## src/rtl/mem_arbiter.sv

```systemverilog
// mem_arbiter: shares one single-port memory between the hart's instruction
// fetch port and data port. Data requests win over fetches. Only one read can
// be outstanding; the port frees in the same cycle its response returns, so
// back-to-back reads run at one per cycle with 1-cycle memory.
//
// Ports:
//   i_clk, i_rst_n          clock, asynchronous active-low reset
//   i_imem_* / o_imem_*     fetch request (ren/raddr/ready), response (valid/rdata)
//   i_dmem_* / o_dmem_*     data request (ren/wen/addr/wdata/mask/ready), read response
//   o_mem_* / i_mem_*       shared memory request and response
//   o_stall_cnt             cycles a fetch request was held off (wraps)
//   o_bus_err               sticky: response timeout or stray response
module mem_arbiter #(
    parameter int TIMEOUT = 256
) (
    input  logic        i_clk,
    input  logic        i_rst_n,
    input  logic [31:0] i_imem_raddr,
    input  logic        i_imem_ren,
    output logic        o_imem_ready,
    output logic        o_imem_valid,
    output logic [31:0] o_imem_rdata,
    input  logic [31:0] i_dmem_addr,
    input  logic        i_dmem_ren,
    input  logic        i_dmem_wen,
    input  logic [31:0] i_dmem_wdata,
    input  logic [3:0]  i_dmem_mask,
    output logic        o_dmem_ready,
    output logic        o_dmem_valid,
    output logic [31:0] o_dmem_rdata,
    output logic [31:0] o_mem_addr,
    output logic        o_mem_ren,
    output logic        o_mem_wen,
    output logic [31:0] o_mem_wdata,
    output logic [3:0]  o_mem_mask,
    input  logic        i_mem_ready,
    input  logic        i_mem_valid,
    input  logic [31:0] i_mem_rdata,
    output logic [31:0] o_stall_cnt,
    output logic        o_bus_err
);

    localparam int CW = $clog2(TIMEOUT) + 1;
    localparam logic [CW-1:0] TMO_LAST = CW'(TIMEOUT - 1);

    localparam logic [1:0] IDLE  = 2'd0;
    localparam logic [1:0] IWAIT = 2'd1;
    localparam logic [1:0] DWAIT = 2'd2;

    logic [1:0]    state_q, state_d;
    logic [CW-1:0] tmo_q, tmo_d;
    logic [31:0]   stall_q, stall_d;
    logic          err_q, err_d;

    logic busy_s, free_s, data_req_s, grant_d_s, grant_i_s, timeout_s, iready_s;

    assign busy_s     = (state_q != IDLE);
    assign free_s     = !busy_s || i_mem_valid;
    assign data_req_s = i_dmem_ren || i_dmem_wen;
    assign grant_d_s  = free_s && data_req_s;
    assign grant_i_s  = free_s && !data_req_s && i_imem_ren;
    // A wait cycle with the counter already at its last value is the forced completion.
    assign timeout_s  = busy_s && !i_mem_valid && (tmo_q == TMO_LAST);
    assign iready_s   = free_s && i_mem_ready && !data_req_s;

    // State register.
    always_ff @(posedge i_clk or negedge i_rst_n) begin
        if (!i_rst_n) begin
            state_q <= IDLE;
        end else begin
            state_q <= state_d;
        end
    end

    // Next-state logic: hold while waiting, otherwise follow the accepted request.
    always_comb begin
        state_d = IDLE;
        if (busy_s && !i_mem_valid) begin
            state_d = timeout_s ? IDLE : state_q;
        end else if (grant_d_s && i_mem_ready) begin
            state_d = i_dmem_ren ? DWAIT : IDLE;
        end else if (grant_i_s && i_mem_ready) begin
            state_d = IWAIT;
        end else begin
            state_d = IDLE;
        end
    end

    // Output logic: combinational request and response steering.
    always_comb begin
        o_mem_addr   = 32'h0;
        o_mem_ren    = 1'b0;
        o_mem_wen    = 1'b0;
        o_mem_wdata  = 32'h0;
        o_mem_mask   = 4'h0;
        o_imem_valid = 1'b0;
        o_imem_rdata = 32'h0;
        o_dmem_valid = 1'b0;
        o_dmem_rdata = 32'h0;
        if (grant_d_s) begin
            o_mem_addr  = i_dmem_addr;
            o_mem_ren   = i_dmem_ren;
            o_mem_wen   = i_dmem_wen;
            o_mem_wdata = i_dmem_wdata;
            o_mem_mask  = i_dmem_mask;
        end else if (grant_i_s) begin
            o_mem_addr  = i_imem_raddr;
            o_mem_ren   = 1'b1;
            o_mem_mask  = 4'hF;
        end else begin
            o_mem_addr  = 32'h0;
        end
        case (state_q)
            IWAIT: begin
                o_imem_valid = i_mem_valid || timeout_s;
                o_imem_rdata = i_mem_valid ? i_mem_rdata : 32'h0;
            end
            DWAIT: begin
                o_dmem_valid = i_mem_valid || timeout_s;
                o_dmem_rdata = i_mem_valid ? i_mem_rdata : 32'h0;
            end
            default: begin
                o_imem_valid = 1'b0;
                o_dmem_valid = 1'b0;
            end
        endcase
    end

    assign o_imem_ready = iready_s;
    assign o_dmem_ready = free_s && i_mem_ready;

    // Next values of the timeout counter, stall counter and error flag.
    always_comb begin
        tmo_d   = (busy_s && !i_mem_valid && !timeout_s) ? (tmo_q + CW'(1)) : {CW{1'b0}};
        stall_d = (i_imem_ren && !iready_s) ? (stall_q + 32'd1) : stall_q;
        err_d   = err_q || timeout_s || (!busy_s && i_mem_valid);
    end

    // Counter and sticky error registers.
    always_ff @(posedge i_clk or negedge i_rst_n) begin
        if (!i_rst_n) begin
            tmo_q   <= {CW{1'b0}};
            stall_q <= 32'h0;
            err_q   <= 1'b0;
        end else begin
            tmo_q   <= tmo_d;
            stall_q <= stall_d;
            err_q   <= err_d;
        end
    end

    assign o_stall_cnt = stall_q;
    assign o_bus_err   = err_q;

endmodule

```

## config.mk

```make
export PLATFORM = sky130hd
export DESIGN_NAME = mem_arbiter
export DESIGN_NICKNAME = d
export VERILOG_FILES = /design/src/rtl/mem_arbiter.sv
export SDC_FILE = /design/constraint.sdc
export NUM_CORES = 1
export LEC_CHECK = 0
export ABC_AREA = 1
export BUFFER_PORTS_ARGS = -buffer_cell sky130_fd_sc_hd__buf_4
export CAP_MARGIN = 20
export CORE_AREA = 8 8 115 117
export DETAILED_ROUTE_END_ITERATION = 6
export DIE_AREA = 0 0 123 125
export PLACE_DENSITY = 0.69
export SETUP_SLACK_MARGIN = 0.02
export SYNTH_ARGS = -nofsm -noshare
export SYNTH_HDL_FRONTEND = slang
export SYNTH_SLANG_ARGS = --single-unit
export TNS_END_PERCENT = 20
```

## constraint.sdc

```tcl
create_clock -name i_clk -period 2 [get_ports i_clk]
set_clock_uncertainty 0.1 [all_clocks]
set_input_delay 0.3 -clock i_clk [delete_from_list [all_inputs] [get_ports i_clk]]
set_output_delay 0.3 -clock i_clk [all_outputs]
set_load 0.03 [all_outputs]
```

After elaboration in Yosys (flattened, before gate mapping)
Index checks and enable logic that the tools add are counted.
{"block": "totals", "reg_bits": 44, "latch_bits": 0, "ramBits": 0, "mem_bits_ro": 0, "input_bits": 139, "output_inout_bits": 171, "memories": 0}
{"block": "classes", "add_sub_neg": 2, "multipliers": 0, "div_mod_pow": 0, "n_lt_le_gt_ge": 0, "eq_ne": 4, "shift": 0, "mux": 19, "n_bitwise": 0, "reduce_logical": 23}
{"cell": "$mux 32", "count": 6}
{"cell": "$add 32x1->32 const B", "count": 1}
{"cell": "$logic_and 1x1->1", "count": 12}
{"cell": "$add 9x1->9 const B", "count": 1}
{"cell": "$eq 9x8->1 const B", "count": 1}
{"cell": "$mux 9", "count": 1}
{"cell": "$mux 2", "count": 4}
{"cell": "$mux 4", "count": 2}
{"cell": "$mux 1", "count": 6}
{"cell": "$logic_not 1->1", "count": 5}
{"cell": "$logic_or 1x1->1", "count": 5}
{"cell": "$eq 2x1->1 const B", "count": 1}
{"cell": "$eq 2x2->1 const B", "count": 1}
{"cell": "$ne 2x2->1 const B", "count": 1}
{"cell": "$reduce_bool 2->1", "count": 1}

Depth between registers and ports, before layout
Gate-level depths: netlist of run 1.
{"block": "depth", "word_depth": 9, "mapped_depth": 11, "ltp_nobuf": 11}

Worst setup path before layout of run 1
Ideal clock, no wire load.
{"block": "synth_path", "kind": "register to output", "start": "register state_q[0]", "end": "output port o_mem_addr[17]", "t_arrival_ns": 1.714, "required_ns": 1.600, "setup_slack_ns": -0.114, "stages_incl_launch_ff": 6, "n_path_buf": 2, "path_cell_list": "dfrtp_1 -> o21ai_4 -> nand3_1 -> buf_2 -> buf_2 -> o21ai_0"}
{"block": "synth_between", "elab_chain_cells": 7}
{"element": "start: declaration", "line_no": "50", "text": "logic [1:0] state_q, state_d;"}
{"element": "start signal: assignment", "line_no": "71", "text": "state_q <= state_d;"}
{"element": "$reduce_bool 2->1 (*)", "line_no": "57", "text": "assign busy_s = (state_q != IDLE);"}
{"element": "$logic_not 1->1 (*)", "line_no": "58", "text": "assign free_s = !busy_s || i_mem_valid;"}
{"element": "$logic_or 1x1->1 (*)", "line_no": "58"}
{"element": "$logic_and 1x1->1 (2 in a row)", "line_no": "61", "text": "assign grant_i_s = free_s && !data_req_s && i_imem_ren;"}
{"element": "$mux 32", "line_no": "106", "text": "end else if (grant_i_s) begin"}
{"element": "$mux 32 (*)", "line_no": "100", "text": "if (grant_d_s) begin"}
{"element": "end: declaration", "line_no": "31", "text": "output logic [31:0] o_mem_addr,"}
Mark *: on every way between the ends. The rest lies on a longest branch, timed or not.

Final worst setup path of run 1
{"block": "layout_path", "start": "register tmo_q[0]", "end": "output port o_dmem_valid"}
{"block": "layout_between", "elab_chain_cells": 4}
{"element": "start: declaration", "line_no": "51", "text": "logic [CW-1:0] tmo_q, tmo_d;"}
{"element": "start signal: assignment", "line_no": "142", "text": "tmo_q <= {CW{1'b0}};"}
{"element": "start signal: assignment", "line_no": "146", "text": "tmo_q <= tmo_d;"}
{"element": "$eq 9x8->1", "line_no": "63", "text": "assign timeout_s = busy_s && !i_mem_valid && (tmo_q == TMO_LAST);"}
{"element": "$logic_and 1x1->1", "line_no": "63"}
{"element": "$logic_or 1x1->1", "line_no": "119", "text": "o_dmem_valid = i_mem_valid || timeout_s;"}
{"element": "$mux 1", "line_no": "113", "text": "case (state_q)"}
{"element": "end: declaration", "line_no": "29", "text": "output logic o_dmem_valid,"}
No other way between the ends.

==> impl_metrics.ini, run 1 <==
[floorplan]
start_util = 0.3192
ios = 310
row_count = 40
dieArea_mm2 = 0.01538
core_mm2 = 0.01161
die_x_um = 123
die_h_um = 125

[timing]
finalMaxSlewViolations = 0
final.period_utilization = 1.141
setup_violations = 73
worstMarginPinSlew_ps = 565.2
finalHoldViolations = 0
slew_headroom = 0.6232
rsz0062_at_grt = yes
layout_setup_ws_ps = -281.8
fin_tns_setup_ps = -9055
min_period_ps = 2282
fin_hold_ws_ps = 264.3
fmax_ghz = 0.4382

[clock_tree]
cts_made_buffers = 5
cts_tree = built
clk_path_buf_depth = 2
clk_latency_ps = 280
clock_sinks = 44
h-tree-depth = 2
clk_pin_slew_ps = 60
clock-root-buffer = clkbuf_16

[cells_and_area]
layoutNonFillerInstCount = 1100
antenna_cells_inserted = 0
drive_gt1_frac = 0.5393
syn_to_final_growth_pct = 111.6
design_area_mm2 = 0.007844
num-nets-final = 1094

[detailed_routing]
ant_nets = 0
wl_met3_mm = 3.326
vias = 5599
wl_met1_mm = 8.802
drt_iter0_markers = 375
top_layer_used = met5
wire_per_inst_um = 20.99
dr.pass1.iters = 5
drcViolationCount = 0
routed_wl_mm = 23.09
met2_length_mm = 10.25
viasPerCell = 5.090

[setup_path]
worstSetupStartpointType = register
cp.arrival_ps = 1880
worstPathRequired_ps = 1600
critPathCaptureType = primary output
r2r_slack_ps = 20
crit_path_start = tmo_q[0]$_DFF_PN0_
r2r_end = o_stall_cnt[6]$_DFFE_PN0P_
ff2ff_path_depth = 8
cp_max_fo = 2
timing.rr.start = state_q[1]$_DFFE_PN0N_
path_class = register to primary output

[power_and_ir_drop]
swShare = 0.4151
p_int_w = 0.002426
ir_drop_mv = 0.7242
p_clk_frac = 0.220
p_comb_frac = 0.511
power_leakage_nw = 4.145
p_sw_w = 0.001721
power.density_mw_per_mm2 = 528.7
p_seq_frac = 0.268

[global_route]
grt_usage = 0.2418
antenna_found_initial = 2
grt_pass1_vias = 4843
globalRouteOverflowTotal = 0
grt_pass1_wl_mm = 28.69
grt_max_degree = 65

[placement]
place_congestion = 0.9895
dp_hpwl_mm = 16.53
post-place-cells = 1063
place_area_mm2 = 0.006294
io_buffers = 309

[synthesis]
yosysTopAreaCell = dfrtp_1
yosys_most_used_dff = dfrtp_1
synth_edf_count = 0
muxShareOfSynthArea = 0
synth_cell_types = 30
syn_nets = 753
ys_warn_count = 0
yosys-top-cells-area = dfrtp_1 (30%), inv_1 (14%), nor3_1 (9.9%)
synthXorXnorAreaFrac = 0.04490
synth-compound-area-share = 0.06347
synth_top_family_by_area = simple AND/OR/NAND/NOR gates
synthSimpleGateAreaFrac = 0.4058
ys_ff_latch = 44
synth_cells = 611
async_flop_share = 1.000
yosysMostFrequentCell = inv_1
ys_top_cells_by_count = inv_1 (138), nand2_1 (96), nor2_1 (79)
synth_fa_ha_area_frac = 0.01013
yosys.area.top_type_share = 0.2971
yosysSeqAreaShare = 0.2971
syn_area_mm2 = 0.003706
syn_area_per_cell_um2 = 6.066

[min_path]
holdPathEnd = state_q[0]$_DFFE_PN0N_
holdCritPathClass = input port to register
hold_depth = 3
hp-start = i_mem_ready

[status]
violations = setup timing
status = complete, but fails checks

[flow_run]
cap_violations = 0
## power by group through the flow
| stage | registers (W) | logic (W) | clock network [W] |
|---|---|---|---|
| after floorplan | 0.00126 | 0.000735 | 0 |
| after global placement | 0.00112 | 0.00168 | 0 |
| after detailed placement | 0.00112 | 0.00170 | 0 |
| after CTS | 0.00110 | 0.00172 | 0.000931 |
| after global routing | 0.00113 | 0.00222 | 0.000968 |
| final | 0.00111 | 0.00212 | 0.000914 |
## critical path: stages (launching register included)
cell and delay, ps:
dfrtp_1 350, ha_2 180, nand2_2 60, inv_2 80
nand2_4 50, nor4_4 140, and2_1 160, ha_2 160
inv_2 50, nor2_4 90, o21ai_1 60, inv_1 70
buf_6 130
## flip-flops by register name, indices dropped and copies added (netlist names)
name / count
o_stall_cnt: 32
tmo_q: 9
state_q: 2
o_bus_err: 1
## what timing repair did
action | CTS | global route
hold endpoints to repair | 44 | 0
cloned | 0 | 10
pin swaps | 1 | 6
gates resized for setup | 20 | 262
hold buffers | 1 | 0
setup buffers | 11 | 11
endpoints found under the setup margin | 88 | 144
## cell type report
| class | count | area [um2] |
|---|---|---|
| clock buffers | 6 | 128.9 |
| clock inverters | 2 | 35.03 |
| fillers | 916 | 3767 |
| inverters | 140 | 528.0 |
| multi-input cells | 397 | 2664 |
| flip-flops and latches | 44 | 1104 |
| well taps | 147 | 183.9 |
| repair buffers | 364 | 3201 |
## placed cells by master, fill, tap and decap left out, drive strengths merged
cell type / Yosys / layout
a21oi: 3 / 3
nand2: 97 / 97
nand4: 7 / 7
and2: 1 / 1
nor3: 73 / 73
o22ai: 2 / 2
xor2: 14 / 14
clkbuf: 13 / 11
nor2: 86 / 86
ha: 3 / 3
dfrtp: 44 / 44
inv: 140 / 140
a31oi: 1 / 1
o21ai: 38 / 38
xnor2: 5 / 5
bufinv: 0 / 1
nor3b: 2 / 2
nand3: 55 / 55
clkinv: 0 / 1
nor4: 3 / 3
buf: 17 / 358
nand3b: 7 / 7
dlygate4sd3: 0 / 1
## cell families after synthesis
| family | Yosys count |
|---|---|
| AND/OR/NAND/NOR | 331 |
| buffers and inverters | 170 |
| AO/OA/AOI/OAI | 44 |
| flip-flops | 44 |
| XOR/XNOR | 19 |
| adder cells (fa/ha/maj) | 3 |
## metal layers
| layer | track usage | up-vias |
|---|---|---|
| li1 | - | 2582 |
| met1 | 0.3279 | 2620 |
| met2 | 0.3533 | 338 |
| met3 | 0.1035 | 55 |
| met4 | 0.03827 | 4 |
| met5 | 0 | - |
## per-stage QoR
stage / total power (W) / util / worst slack (ps)
3_5_place_dp: 0.002813 / 0.5420 / -136.3
2_1_floorplan: 0.001995 / - / -114.2
5_1_grt: 0.004316 / 0.6755 / -429.2
6_report: 0.004147 / 0.6755 / -281.8
3_3_place_gp: 0.002803 / 0.5420 / -85.07
4_1_cts: 0.003751 / 0.5681 / -305.1
## how the worst max path moves through the flow
stage	depth (start not counted)	slack, ps	end
after global placement	12	-90	o_dmem_valid
final	12	-280	o_dmem_valid
after detailed placement	12	-140	o_dmem_valid
after global routing	12	-430	o_imem_valid
after CTS	12	-310	o_imem_valid
after floorplan	5	-110	o_mem_addr[17]
(Power assumes the default switching activity.)
==> inputs of run 2 (changes only) <==
Settings changed: MAX_ROUTING_LAYER from default to met4.
==> impl_metrics.ini, run 2 (synthesis gave the netlist of run 1 again) <==
[setup_path]
path_cells = ha_2, nand2_2, inv_2, nand2_4, nor4_4, and2_4, ha_4, inv_4, nor2_4, o21ai_2, inv_1, buf_6
cp_max_fo = 2
timing.rr.start = state_q[0]$_DFFE_PN0N_
critPathBufInv = 4
cp.arrival_ps = 1940
critPathCaptureType = primary output
cpPeakStageDelay_ps = 350
r2r_end = o_stall_cnt[19]$_DFFE_PN0P_
worstPathRequired_ps = 1600
r2r_slack_ps = 0
path_class = register to primary output
worstSetupStartpointType = register
slowest_stage = dfrtp_1
ff2ff_path_depth = 9
crit_family = simple AND/OR/NAND/NOR gates

[power_and_ir_drop]
ir_drop_mv = 1.032
power_w = 0.004180
power.density_mw_per_mm2 = 506.3
power_leakage_nw = 4.275

[timing]
finalHoldViolations = 0
min_period_ps = 2344
setup_violations = 115
rsz0062_at_grt = yes
finalMaxSlewViolations = 0
fin_tns_setup_ps = -15880
worstMarginPinSlew_ps = 551.7
fmax_ghz = 0.4267
layout_setup_ws_ps = -343.7
final.period_utilization = 1.172
slew_headroom = 0.6322

[detailed_routing]
wire_per_inst_um = 21.09
drcViolationCount = 0
drt_iter0_markers = 332
vias = 5684
dr.pass1.iters = 5
routed_wl_mm = 23.39
ant_nets = 0
viasPerCell = 5.125

[floorplan]
dieArea_mm2 = 0.01538
row_count = 40
start_util = 0.3192
die_x_um = 123
core_mm2 = 0.01161
die_h_um = 125
ios = 310

[global_route]
grt_max_degree = 65
grt_pass1_vias = 4948
globalRouteOverflowTotal = 0
grt_usage = 0.2621
antenna_found_initial = 2
grt_pass1_wl_mm = 29.95

[clock_tree]
clk_latency_ps = 290
clk_path_buf_depth = 2
clk_pin_slew_ps = 70
cts_made_buffers = 5
h-tree-depth = 2
clock_sinks = 44
clock-root-buffer = clkbuf_16
cts_tree = built

[status]
status = complete, but fails checks
violations = setup timing

[cells_and_area]
largest_reg_flops = 32
final_cell_mix = buf_4 (257), inv_1 (132), buf_6 (94)
drive_gt1_frac = 0.5667
layoutNonFillerInstCount = 1109
n_fill_cell = 835
multi_input_area_mm2 = 0.002859
num-nets-final = 1101
post-route-util = 0.7110
layout_commonest_cell = buf_4
regArea_mm2 = 0.001102
syn_to_final_growth_pct = 122.8
design_area_mm2 = 0.008255

[min_path]
holdPathEnd = o_bus_err$_DFF_PN0_
holdCritPathClass = input port to register
hp-start = i_mem_valid
hold_depth = 3

[placement]
io_buffers = 309
place_area_mm2 = 0.006339
place_congestion = 0.9326
post-place-cells = 1069
dp_hpwl_mm = 16.56

[flow_run]
cap_violations = 0
-- run 2: changes by cell type in the layout (fill, tap and decap cells not counted), sizes merged --
cell	previous run	this run
buf	358	365
clkinvlp	0	2
diode	0	2
bufinv	1	0
inv	140	139
-- run 2: repair_timing --
action	in CTS	in global routing
endpoints found under the setup margin	109	161
gates cloned	4	5
buffers inserted	4	16
gates resized for setup	100	258
hold endpoints to repair	44	0
pin swaps	5	8
hold buffers	1	0
-- run 2: worst max path at each step --
stage / start / end / slack [ps] / cells after the start
after floorplan: state_q[0]$_DFFE_PN0N_ / o_mem_addr[17] / -110 / 5
after global placement: tmo_q[0]$_DFF_PN0_ / o_dmem_valid / -90 / 12
after detailed placement: tmo_q[0]$_DFF_PN0_ / o_dmem_valid / -170 / 12
after CTS: tmo_q[0]$_DFF_PN0_ / o_imem_valid / -390 / 12
after global routing: tmo_q[0]$_DFF_PN0_ / o_imem_valid / -450 / 12
final: tmo_q[0]$_DFF_PN0_ / o_dmem_valid / -340 / 12
-- run 2: power breakdown --
part,internal [W],total (W),switching (W)
registers,0.000980,0.00111,0.000127
clock network,0.000497,0.000850,0.000353
logic,0.000926,0.00222,0.00130
total,0.00240,0.00418,0.00178
-- run 2: through the flow --
stage / hold WS [ps] / setup WS, ps
6_report: 248.1 / -343.7
3_5_place_dp: 226.6 / -170.6
5_1_grt: 252.8 / -447.5
3_3_place_gp: 230.1 / -90.75
4_1_cts: 214.5 / -394.8
2_1_floorplan: -95.59 / -114.2
-- run 2: final cells by class --
class / count / share of cell area
Clock inverter: 2 / 0.001819
Tap cell: 147 / 0.02228
Multi-Input combinational cell: 397 / 0.3463
Timing Repair Buffer: 371 / 0.4141
Antenna cell: 2 / 0.0006062
Inverter: 140 / 0.06456
Sequential cell: 44 / 0.1335
Clock buffer: 6 / 0.01682
-- run 2: worst reg2reg max path: stages (launching register included) --
cell and delay [ps]:
dfrtp_2 430, o21ai_4 290, buf_6 150, buf_6 110
buf_6 130, nand3_2 130, nand2_8 190, inv_2 150
nand2_1 110, xnor2_1 130
-- run 2: layer usage --
metal	vias up	GRT usage	part of all wire
li1	2592	-	-
met1	2650	0.3347	0.38
met2	384	0.3770	0.45
met3	58	0.1121	0.14
met4	0	0.05528	0.029
met5	-	-	0
